`src/rtl/bcd_countdown_timer.sv`:
```
`default_nettype none
// ============================================================================
// Module      : bcd_countdown_timer
// Description : Packed-BCD hh:mm:ss countdown timer. It is loaded with a
//               duration of up to 23:59:59 and decrements by one second on
//               each tick strobe. Expiry is flagged by a one-cycle done pulse.
//               Optional macro TIMER_AUTORELOAD_EN reloads the last valid
//               load value on expiry instead of entering EXPIRED.
// Revision    : 1.0 - initial release
// ============================================================================
module bcd_countdown_timer (
  input  logic       clk,
  input  logic       reset,
  input  logic       tick,
  input  logic       load,
  input  logic [7:0] load_hh,
  input  logic [7:0] load_mm,
  input  logic [7:0] load_ss,
  input  logic       start,
  input  logic       stop,
  output logic [7:0] hh,
  output logic [7:0] mm,
  output logic [7:0] ss,
  output logic       running,
  output logic       expired,
  output logic       done,
  output logic       err
);

  localparam logic [1:0] S_IDLE    = 2'd0;
  localparam logic [1:0] S_RUN     = 2'd1;
  localparam logic [1:0] S_EXPIRED = 2'd2;

  logic [1:0] r_state;
  logic [7:0] r_hh;
  logic [7:0] r_mm;
  logic [7:0] r_ss;
  logic       r_done;
  logic       r_err;

  logic [7:0] w_dec_hh;
  logic [7:0] w_dec_mm;
  logic [7:0] w_dec_ss;
  logic       w_ss_borrow;
  logic       w_mm_borrow;
  logic       w_dec_zero;
  logic       w_nonzero;
  logic       w_load_ok;

  // Decrement a 00-59 BCD field, wrapping 00 to 59 (borrow handled by caller)
  function automatic logic [7:0] dec_bcd60(input logic [7:0] v);
    if (v[3:0] != 4'd0)
      dec_bcd60 = {v[7:4], v[3:0] - 4'd1};
    else if (v[7:4] != 4'd0)
      dec_bcd60 = {v[7:4] - 4'd1, 4'd9};
    else
      dec_bcd60 = 8'h59;
  endfunction

  // Candidate value one second lower; hours never underflow because the
  // zero result is detected before any further tick is accepted
  always_comb begin
    w_ss_borrow = (r_ss == 8'h00);
    w_mm_borrow = w_ss_borrow && (r_mm == 8'h00);
    w_dec_ss    = dec_bcd60(r_ss);
    w_dec_mm    = w_ss_borrow ? dec_bcd60(r_mm) : r_mm;
    w_dec_hh    = r_hh;
    if (w_mm_borrow) begin
      if (r_hh[3:0] != 4'd0)
        w_dec_hh = {r_hh[7:4], r_hh[3:0] - 4'd1};
      else
        w_dec_hh = {r_hh[7:4] - 4'd1, 4'd9};
    end
    w_dec_zero = ({w_dec_hh, w_dec_mm, w_dec_ss} == 24'h000000);
    w_nonzero  = ({r_hh, r_mm, r_ss} != 24'h000000);
  end

  // Load is accepted only when every field is legal packed BCD in range
  always_comb begin
    w_load_ok = (load_hh[3:0] <= 4'd9) && (load_hh <= 8'h23) &&
                (load_mm[3:0] <= 4'd9) && (load_mm[7:4] <= 4'd5) &&
                (load_ss[3:0] <= 4'd9) && (load_ss[7:4] <= 4'd5);
  end

`ifdef TIMER_AUTORELOAD_EN
  logic [7:0] r_pre_hh;
  logic [7:0] r_pre_mm;
  logic [7:0] r_pre_ss;

  // Preset keeps the most recent valid load for reload on expiry
  always_ff @(posedge clk) begin
    if (reset) begin
      r_pre_hh <= 8'h00;
      r_pre_mm <= 8'h00;
      r_pre_ss <= 8'h00;
    end else if (load && w_load_ok) begin
      r_pre_hh <= load_hh;
      r_pre_mm <= load_mm;
      r_pre_ss <= load_ss;
    end
  end
`endif

  // Control: one input acts per cycle, reset > load > stop > start > tick
  always_ff @(posedge clk) begin
    if (reset) begin
      r_state <= S_IDLE;
      r_hh    <= 8'h00;
      r_mm    <= 8'h00;
      r_ss    <= 8'h00;
      r_done  <= 1'b0;
      r_err   <= 1'b0;
    end else begin
      r_done <= 1'b0;
      r_err  <= 1'b0;
      if (load) begin
        if (w_load_ok) begin
          r_hh    <= load_hh;
          r_mm    <= load_mm;
          r_ss    <= load_ss;
          r_state <= S_IDLE;
        end else begin
          r_err <= 1'b1;
        end
      end else if (stop) begin
        if (r_state == S_RUN)
          r_state <= S_IDLE;
      end else if (start) begin
        if ((r_state == S_IDLE) && w_nonzero)
          r_state <= S_RUN;
      end else if (tick && (r_state == S_RUN)) begin
        if (w_dec_zero) begin
          r_done <= 1'b1;
`ifdef TIMER_AUTORELOAD_EN
          r_hh <= r_pre_hh;
          r_mm <= r_pre_mm;
          r_ss <= r_pre_ss;
`else
          r_hh    <= 8'h00;
          r_mm    <= 8'h00;
          r_ss    <= 8'h00;
          r_state <= S_EXPIRED;
`endif
        end else begin
          r_hh <= w_dec_hh;
          r_mm <= w_dec_mm;
          r_ss <= w_dec_ss;
        end
      end
    end
  end

  assign hh      = r_hh;
  assign mm      = r_mm;
  assign ss      = r_ss;
  assign running = (r_state == S_RUN);
  assign expired = (r_state == S_EXPIRED);
  assign done    = r_done;
  assign err     = r_err;

endmodule
`default_nettype wire
```
`config.mk`:
```
export PLATFORM = sky130hd
export DESIGN_NAME = bcd_countdown_timer
export DESIGN_NICKNAME = d
export VERILOG_FILES = /design/src/rtl/bcd_countdown_timer.sv
export SDC_FILE = /design/constraint.sdc
export NUM_CORES = 1
export LEC_CHECK = 0
export BUFFER_PORTS_ARGS = -buffer_cell sky130_fd_sc_hd__buf_2
export CAP_MARGIN = 20
export CORE_MARGIN = 2
export CORE_UTILIZATION = 51
export DETAILED_ROUTE_END_ITERATION = 8
export PLACE_DENSITY_LB_ADDON = 0.08
export SLEW_MARGIN = 40
export SYNTH_ARGS = -nofsm -noshare
export SYNTH_HDL_FRONTEND = slang
export SYNTH_SLANG_ARGS = --single-unit
```
`constraint.sdc`:
```
create_clock -name clk -period 2.59 [get_ports clk]
set_input_delay 0.518 -clock clk [delete_from_list [all_inputs] [get_ports clk]]
set_output_delay 0.518 -clock clk [all_outputs]
set_load 0.03 [all_outputs]
```
==> metrics.md, run 1 <==
| Metric | Value |
|---|---|
| Num rows | 22 |
| Max Clk Rate | about 430 MHz |
| First-pass GRT wire length | approximately 8900 um |
| DR iter-0 viols | approximately 120 |
| Most instantiated library cell after synthesis | nand2_1 |
| # IOs | between 50 and 60 |
| Post-Syn Area | between 1500 and 2000 um2 |
| CTS Sinks | 28 |
| Syn nets | 291 |
| Worst-path clk slew | 0.09 ns |
| Status | complete, no violations |
| Worst vdd rail ir drop | around 0.17 mV |
| Minimum clock period | roughly 2.3 ns |
| DRT Pass-1 Iters | 4 |
| Critical Path AT | between 2 and 3 ns |
| Number of buffers added on ports | between 50 and 60 |
| Die Area | about 4200 um2 |
| M1 wire length | approximately 2500 um |
| Vias in the first global route | 1928 |
| Final count of hold timing violations | 0 |
| Leakage | approximately 0.00099 uW |
| Combinational Power Share | 0.137 |
| Yosys top cell area share | 0.294 |
| Max capacitance violation total | 0 |
| Clock group share of total power | 0.306 |
| Drt drc | 0 |
| GP Congestion | between 0.8 and 0.9 |
| Worst path required time | around 2.8 ns |
| Seq/Total Area, Yosys | 0.294 |
| GR Util All Layers | 0.262 |
| Internal | approximately 580 uW |
| Final period utilization | 0.897 |
| Ys Warns | 0 |
| Highest metal used | met4 |
| Ys flop type | dfxtp_1 |
| Setup CP Type | register to register |
| Worst slew pin tran | approximately 0.61 ns |
| Clk Tree Root Cell | clkbuf_8 |
| Met3 wire len | around 220 um |
| Rel. slew slack | 0.588 |
| Via/cell ratio | around 5.9 |
| Area of the multi-input gates | around 1200 um2 |
| DRT Wirelength | between 5000 and 6000 um |
| Postcts setup bufs | 0 |
| Setup violators final | 0 |
| Worst-skew pair later-pin latency | roughly 0.28 ns |
| Pwr Total | 779 uW |
| CORE AREA | between 3000 and 4000 um2 |
| Initial cell density of the core | 0.524 |
| #FFs+latches synth | 28 |
| Startpoint types | register |
| Most common library cells after synthesis | 35 x nand2_1, 28 x dfxtp_1, 27 x a21oi_1, 27 x o21ai_0, 19 x nor2_1 |
| Via count | between 2k and 2.5k |
| Yosys cell types | 55 |
| Final Skew | approximately 0.0033 ns |
| Worst hold path class | input port to register |
| Syn Area/Cell | between 7 and 8 um2 |
| Flop pwr share | 0.556 |
| Fillers | around 370 |
| Final Slew Violations | 0 |
| NetSw | roughly 200 uW |
| H-tree depth reported by CTS | 1 |
| Layout area overhead | 19.6% |
| Met2 WL | around 2600 um |
| Unrepaired setup endpoints after global routing | no |
| Layout Nets | around 340 |
| Hold_buf cts | 0 |
| Asr flop ratio synth | 0 |
| ANT nets after route | 0 |
| Setup TNS | 0 ns |
| Leading post-synthesis cells by cell area | dfxtp_1 29%, a21oi_1 7.1%, o21ai_0 7.1%, nand2_1 6.9%, nor2_1 3.7% |
| Share of cells above drive strength 1 | 0.275 |
| Largest net degree at the start of global routing | 31 |
| Crit path capture type | register |
| Die height | 65.1 um |
| Global route overflow | 0 |
| Die Wd | ~65 um |
| # resized after CTS | 0 |
| EDFF count, synth | 0 |
| Ant diodes | 0 |
| CTS tree | yes |
| Sequential cell area | approximately 560 um2 |
| Cts bufs inserted | 3 |
| WL per Instance | around 15 um |
| Cell taking the most area after synthesis | dfxtp_1 |
| Synth Instances | roughly 260 |
| Initial antenna violation count | 0 |
| Worst-path fanout max | 15 |
| PwrDens | between 300 and 400 nW/um2 |
| Hpwl dp | 3910 um |
| Clk buf depth | 2 |
| Sw Share | 0.257 |
==> area by class of cell <==
class | count | area share
Clock buffer | 3 | 0.0181
Inverter | 5 | 0.00824
Multi-Input combinational cell | 206 | 0.543
Sequential cell | 28 | 0.246
Tap cell | 48 | 0.0264
Timing Repair Buffer | 67 | 0.158
==> through the flow <==
stage | utilization | instance area (um2) | cells | setup WS, ns | hold slack (ns)
finish | 0.627 | 2280 | 357 | 0.267 | 0.520
global route | 0.627 | 2280 | 357 | 0.150 | 0.528
CTS | 0.627 | 2280 | 357 | 0.276 | 0.521
detailed placement | 0.616 | 2240 | 354 | 0.284 | 0.508
global placement | 0.616 | 2240 | 354 | 0.340 | 0.497
floorplan | - | 1900 | 259 | 0.307 | 0.486
==> cell families after synthesis <==
kind of cell | Yosys count | synth area share
AO/OA/AOI/OAI | 91 | 0.307
XOR/XNOR | 2 | 0.00920
adder cells (fa/ha/maj) | 2 | 0.0131
buffers and inverters | 25 | 0.0558
flip-flops | 28 | 0.294
multiplexers | 2 | 0.0112
AND/OR/NAND/NOR | 109 | 0.309
==> cells in the final DEF (no fill, tap or decap), types with 2 or more instances in the layout <==
| cell | netlist | layout |
|---|---|---|
| a211oi_1 | 3 | 3 |
| a21o_1 | 2 | 2 |
| a21oi_1 | 27 | 27 |
| a31oi_1 | 3 | 3 |
| and3b_1 | 2 | 2 |
| buf_2 | 4 | 57 |
| buf_4 | 0 | 10 |
| clkbuf_8 | 0 | 3 |
| dfxtp_1 | 28 | 28 |
| ha_1 | 2 | 2 |
| inv_1 | 5 | 5 |
| nand2_1 | 35 | 35 |
| nand2b_1 | 2 | 2 |
| nand3_1 | 4 | 4 |
| nand3b_1 | 2 | 2 |
| nand4_1 | 5 | 5 |
| nor2_1 | 19 | 19 |
| nor2b_1 | 2 | 2 |
| nor3_1 | 8 | 8 |
| nor4_1 | 10 | 10 |
| nor4b_1 | 2 | 2 |
| o2111ai_1 | 2 | 2 |
| o211ai_1 | 3 | 3 |
| o21ai_0 | 27 | 27 |
| o31ai_1 | 7 | 7 |
| o41ai_2 | 2 | 2 |
| or2_2 | 2 | 2 |
| or3_1 | 3 | 3 |
| or4_1 | 4 | 4 |
| or4_4 | 3 | 3 |
==> routing by layer <==
| layer | track usage | vias to the layer above |
|---|---|---|
| met1 | 0.343 | 986 |
| met3 | 0.0377 | 4 |
| li1 | - | 1074 |
| met5 | 0 | - |
| met2 | 0.459 | 48 |
| met4 | 0.0625 | 0 |
==> critical path, cell delays in order (launching register included) <==
cell	delay, ns
dfxtp_1	0.39
or4_4	0.65
or4_1	0.69
nor3_2	0.21
a211oi_1	0.08
o41ai_2	0.20
==> flip-flops by register name, summed over array words and instances, names as in the netlist <==
| signal | flops |
|---|---|
| r_state | 2 |
| err | 1 |
| done | 1 |
| hh | 8 |
| ss | 8 |
| mm | 8 |
==> path summary, 6_finish.rpt <==
path | slack, ns | cells past startpoint | endpoint | start
worst max-delay path | 0.27 | 5 | mm[5] | ss[1]
worst min-delay path | 0.52 | 3 | ss[0] | load_ss[0]
worst max register to register | 0.27 | 5 | mm[5] | ss[1]
worst min register to register | 0.53 | 2 | mm[4] | mm[4]
==> power by group through the flow <==
stage | clock (uW) | sequential (uW) | combinational (uW)
after floorplan | 0 | 447 | 59.7
after global placement | 0 | 444 | 105
after detailed placement | 0 | 444 | 106
after CTS | 246 | 434 | 106
after global routing | 266 | 434 | 118
final | 239 | 434 | 107
No activity file was read; power rests on OpenSTA's default activity.
==> inputs of run 2 (changes only) <==
Settings changed: CORE_UTILIZATION 51 to 46.
Clock period 2.59 ns to 2 ns, I/O delays scaled along.
==> run 2 against run 1 <==
The run now ends with negative setup slack left. Final cell count is 11% higher. Largest power group unchanged. First-iteration DRC count increased by 120%. Fmax up 11%. Die area grew 10%. Via count is 11% higher. Count of clock-buffer cells in the layout up 1. Highest routed layer unchanged. Flip-flop and latch count is the same. Global-route usage rose by 0.96 points. Combinational power increased by 61%.
==> metrics.md, run 2 (synthesis gave the netlist of run 1 again) <==
| Metric | Value |
|---|---|
| Status | finished with violations |
| Failing checks | negative setup slack |
| H-tree depth reported by CTS | 1 |
| First-pass GRT wire length | ~10000 um |
| DRT Wirelength | roughly 6200 um |
| Worst Setup SP | mm[1] |
| Initial cell density of the core | 0.476 |
| DR iter-0 viols | 260 |
| Worst-skew pair later-pin latency | about 0.28 ns |
| Top delay family on crit path | simple AND/OR/NAND/NOR gates |
| Largest net degree at the start of global routing | 51 |
| Worst reg-to-reg path cell count | 5 |
| Clk buf depth | 2 |
| Critical R2R Capture | r_state[0] |
| Design area | 2760 um2 |
| WL per Instance | 15.8 um |
| Max capacitance violation total | 0 |
| Vias in the first global route | between 2k and 2.5k |
| Worst slew pin tran | ~0.58 ns |
| Setup TNS | -0.467 ns |
| Drt drc | 0 |
| Cell Chain, Critical Path | or4_4 -> or4_4 -> a211oi_4 -> o2111ai_1 -> a22o_1 |
| Worst hold path class | input port to register |
| Reg-to-reg setup timing slack | -0.09 ns |
| Layout Nets | ~380 |
| ANT nets after route | 0 |
| Final Skew | roughly 0.0014 ns |
| Initial antenna violation count | 0 |
| Worst path required time | 2.19 ns |
| Most used cell along the critical path | or4_4 |
| Final Slew Violations | 0 |
| Die Area | ~4700 um2 |
| Setup CP Type | register to register |
| Most frequent cells in the layout | 57 x buf_2, 40 x buf_4, 35 x nand2_1 |
| Minimum clock period | 2.09 ns |
| Worst setup margin | -0.0869 ns |
| Max stage delay on crit path | about 0.6 ns |
| WHS Endpoint | ss[0] |
| Cts bufs inserted | 3 |
| Worst vdd rail ir drop | about 0.30 mV |
| Hpwl dp | 4250 um |
| Fin util | 0.689 |
| Clk Tree Root Cell | clkbuf_8 |
| Crit path capture type | register |
| Number of buffers added on ports | 57 |
| Share of cells above drive strength 1 | 0.428 |
| Hold_ws | 0.400 ns |
| Placed Area | between 2000 and 3000 um2 |
| Hold path start | load_ss[0] |
| Die height | approximately 68 um |
| Global route overflow | 0 |
| Leakage | approximately 0.0012 uW |
| Final count of hold timing violations | 0 |
| Via/cell ratio | between 5 and 6 |
| Most common cell after layout, fill and taps aside | buf_2 |
| Post-placement cell count | roughly 390 |
| # IOs | 58 |
| Unrepaired setup endpoints after global routing | yes |
| GR Util All Layers | 0.272 |
| Via count | 2350 |
| Layout area overhead | 44.7% |
| Die Wd | about 70 um |
| Final period utilization | 1.04 |
| GP Congestion | 0.864 |
| Worst-path clk slew | roughly 0.1 ns |
| CP max-delay cell | or4_4 |
| Ant diodes | 0 |
| Worst r2r src | mm[1] |
| CTS tree | yes |
| Rel. slew slack | 0.616 |
| Max Clk Rate | between 400 and 500 MHz |
| Setup violators final | 10 |
| CORE AREA | between 4000 and 5000 um2 |
| Startpoint types | register |
| DRT Pass-1 Iters | 4 |
| Worst-path fanout max | 4 |
| CTS Sinks | 28 |
| Critical Path AT | ~2.3 ns |
| Worst Hold Depth | 3 |
| Fin cells | 396 |
| PwrDens | roughly 410 nW/um2 |
| Critical path buffers and inverters | 0 |
| Num rows | 23 |
==> run 2: per-stage QoR <==
step | power (uW) | setup slack [ns]
global placement | 726 | -0.0582
CTS | 1130 | -0.0733
floorplan | 656 | -0.147
global route | 1190 | -0.182
detailed placement | 727 | -0.0781
finish | 1140 | -0.0869
==> run 2: repair_timing <==
action                                  CTS  global route
pin swaps                                 7            12
endpoints found under the setup margin   14            19
buffers inserted                          1             3
gates resized for setup                   7            19
hold buffers                              0             0
==> run 2: final cells by class <==
type                       count  area [um2]
timing repair buffer         103         671
tap                           50        62.6
fill                         366        1240
sequential                    28         578
inverter                       5        18.8
clock buffer                   4        66.3
multi-input combinational    206        1360
==> run 2: routing by layer <==
layer  track usage  wire [um]
met1         0.383       2770
met2         0.442       2940
met3        0.0345        444
met4        0.0600         90
met5             0          0
==> run 2: power by group <==
| group | internal (uW) | leakage, uW | switching (uW) | total, uW |
|---|---|---|---|---|
| combinational | 76.2 | 0.000965 | 95.4 | 172 |
| clock | 218 | 0.0000339 | 196 | 414 |
| sequential | 556 | 0.000231 | 1.35 | 557 |
| total | 850 | 0.00123 | 293 | 1140 |
==> run 2: tightest hold or removal path: stages <==
cell     delay (ns)
buf_2          0.10
nand3_1        0.07
a31oi_1        0.08
==> run 2: how the worst max path moves through the flow <==
stage,endpoint,slack (ns),cells past startpoint
after CTS,r_state[0],-0.07,5
after floorplan,r_state[0],-0.15,6
after detailed placement,r_state[0],-0.08,6
final,r_state[0],-0.09,5
after global placement,r_state[0],-0.06,6
after global routing,hh[7],-0.18,7
==> inputs of run 3 (changes only) <==
Settings changed: CORE_UTILIZATION 46 to 40.
==> run 3 against run 2 <==
Final cell count up 1.0%. Core utilization down 10 points. Non-clock buffer count is the same. Register-to-register slack got worse by 0.04 ns. The flow still finishes with violations (negative setup slack). Sequential power about the same. Count of clock-buffer cells in the layout unchanged. Clock power fell by 11%. Setup slack worse by 0.035 ns.
==> metrics.md, run 3 (synthesis gave the netlist of run 1 again) <==
| Metric | Value |
|---|---|
| Cell Chain, Critical Path | or4_4 -> buf_4 -> or4_4 -> o31a_1 -> o21ai_1 -> a21oi_1 |
| Initial antenna violation count | 0 |
| Failing checks | negative setup slack |
| Critical R2R Capture | hh[2] |
| Post-placement cell count | between 300 and 400 |
| GP Congestion | approximately 0.86 |
| Ant diodes | 0 |
| Vias in the first global route | ~2.0k |
| Initial cell density of the core | 0.409 |
| Fin cells | 400 |
| Final Skew | about 0.0039 ns |
| Cts bufs inserted | 3 |
| Share of cells above drive strength 1 | 0.422 |
| Critical Path AT | roughly 2.3 ns |
| Die height | roughly 73 um |
| Worst-path fanout max | 5 |
| Unrepaired setup endpoints after global routing | yes |
| CTS Sinks | 28 |
| Hold path start | load_ss[0] |
| DRT Pass-1 Iters | 4 |
| Worst setup margin | -0.122 ns |
| Worst r2r src | mm[3] |
| DRT Wirelength | 6270 um |
| Die Area | about 5300 um2 |
| Fillers | between 400 and 500 |
| PwrDens | about 400 nW/um2 |
| Worst reg-to-reg path cell count | 6 |
| Most common cell after layout, fill and taps aside | buf_2 |
| CP max-delay cell | or4_4 |
| Minimum clock period | 2.12 ns |
| Global route overflow | 0 |
| Max Clk Rate | around 470 MHz |
| Startpoint types | register |
| Reg-to-reg setup timing slack | -0.12 ns |
| H-tree depth reported by CTS | 1 |
| Worst vdd rail ir drop | 0.241 mV |
| ANT nets after route | 0 |
| Rel. slew slack | 0.601 |
| Via count | ~2.3k |
| WHS Endpoint | ss[0] |
| Max capacitance violation total | 0 |
| Final count of hold timing violations | 0 |
| Most frequent cells in the layout | 57 x buf_2, 41 x buf_4, 35 x nand2_1 |
| CORE AREA | between 4000 and 5000 um2 |
| Leakage | between 0.001 and 0.0015 uW |
| # IOs | a little under 60 |
| Via/cell ratio | approximately 5.8 |
| First-pass GRT wire length | roughly 10000 um |
| Num rows | 25 |
| Crit path capture type | register |
| Worst-path clk slew | around 0.10 ns |
| Clk Tree Root Cell | clkbuf_8 |
| Number of buffers added on ports | 57 |
| Final period utilization | 1.06 |
| Hold_buf cts | 0 |
| Area of the multi-input gates | roughly 1400 um2 |
| WL per Instance | between 15 and 20 um |
| Max stage delay on crit path | between 0.5 and 0.6 ns |
| Setup CP Type | register to register |
| Status | finished with violations |
| Worst path required time | 2.15 ns |
| Pwr Total | 1100 uW |
| Worst-skew pair later-pin latency | 0.28 ns |
| Drt drc | 0 |
| GR Util All Layers | 0.234 |
| Hold_ws | between 0.4 and 0.5 ns |
| Clk buf depth | 2 |
| Largest net degree at the start of global routing | 51 |
| Hpwl dp | ~4600 um |
| Most used cell along the critical path | or4_4 |
| Worst Hold Depth | 3 |
| Final Slew Violations | 0 |
| Worst slew pin tran | about 0.60 ns |
| CTS tree | yes |
| Layout Nets | ~380 |
| Setup violators final | 11 |
| Sequential cell area | around 580 um2 |
| DR iter-0 viols | a little over 200 |
| Pre-CTS WS | -0.0967 ns |
| Die Wd | 73 um |
| Worst hold path class | input port to register |
| Layout area overhead | 43.4% |
[run 3: power breakdown]
part | total, uW | internal (uW) | switching, uW | leakage (uW)
clock network | 368 | 177 | 191 | 0.0000288
logic | 171 | 75.8 | 94.8 | 0.000955
registers | 557 | 556 | 1.36 | 0.000231
total | 1100 | 808 | 287 | 0.00121
[run 3: layout make-up]
cell class | instances | area share
sequential | 28 | 0.212
multi-input combinational | 206 | 0.495
inverter | 5 | 0.00687
timing repair buffer | 103 | 0.242
clock buffer | 4 | 0.0202
tap | 54 | 0.0247
[run 3: how the worst max path moves through the flow]
stage / from / end / cells after the start
2_1_floorplan: mm[0] / r_state[0] / 6
3_3_place_gp: ss[4] / r_state[0] / 6
3_5_place_dp: ss[4] / r_state[0] / 6
4_1_cts: mm[1] / r_state[0] / 5
5_1_grt: ss[0] / r_state[0] / 6
6_report: mm[3] / hh[2] / 6
[run 3: critical path, delay by kind of cell, from the launching register on]
kind / cells / cell delay, ns
flops: 1 / 0.34
simple gates: 2 / 1.03
buf+inv: 1 / 0.18
compound gates: 3 / 0.45
[run 3: timing repair]
action	in CTS	in global routing
setup endpoints to repair	14	16
setup buffers	0	6
gates resized for setup	2	18
hold endpoints to repair	0	0
pin swaps	1	13
[run 3: layer usage]
metal / vias up / global-route usage / share of wire
li1: 1145 / - / -
met1: 1066 / 0.319 / 0.44
met2: 82 / 0.377 / 0.49
met3: 10 / 0.0401 / 0.056
met4: 0 / 0.0658 / 0.014
met5: - / 0 / 0
[run 3: stage by stage]
step                      TNS [ns]  utilization  area (um2)
final                       -0.624        0.586        2730
after global routing         -1.70        0.586        2730
after CTS                   -0.563        0.559        2600
after detailed placement    -0.474        0.545        2540
after global placement      -0.223        0.545        2540
after floorplan              -1.57            -        1970
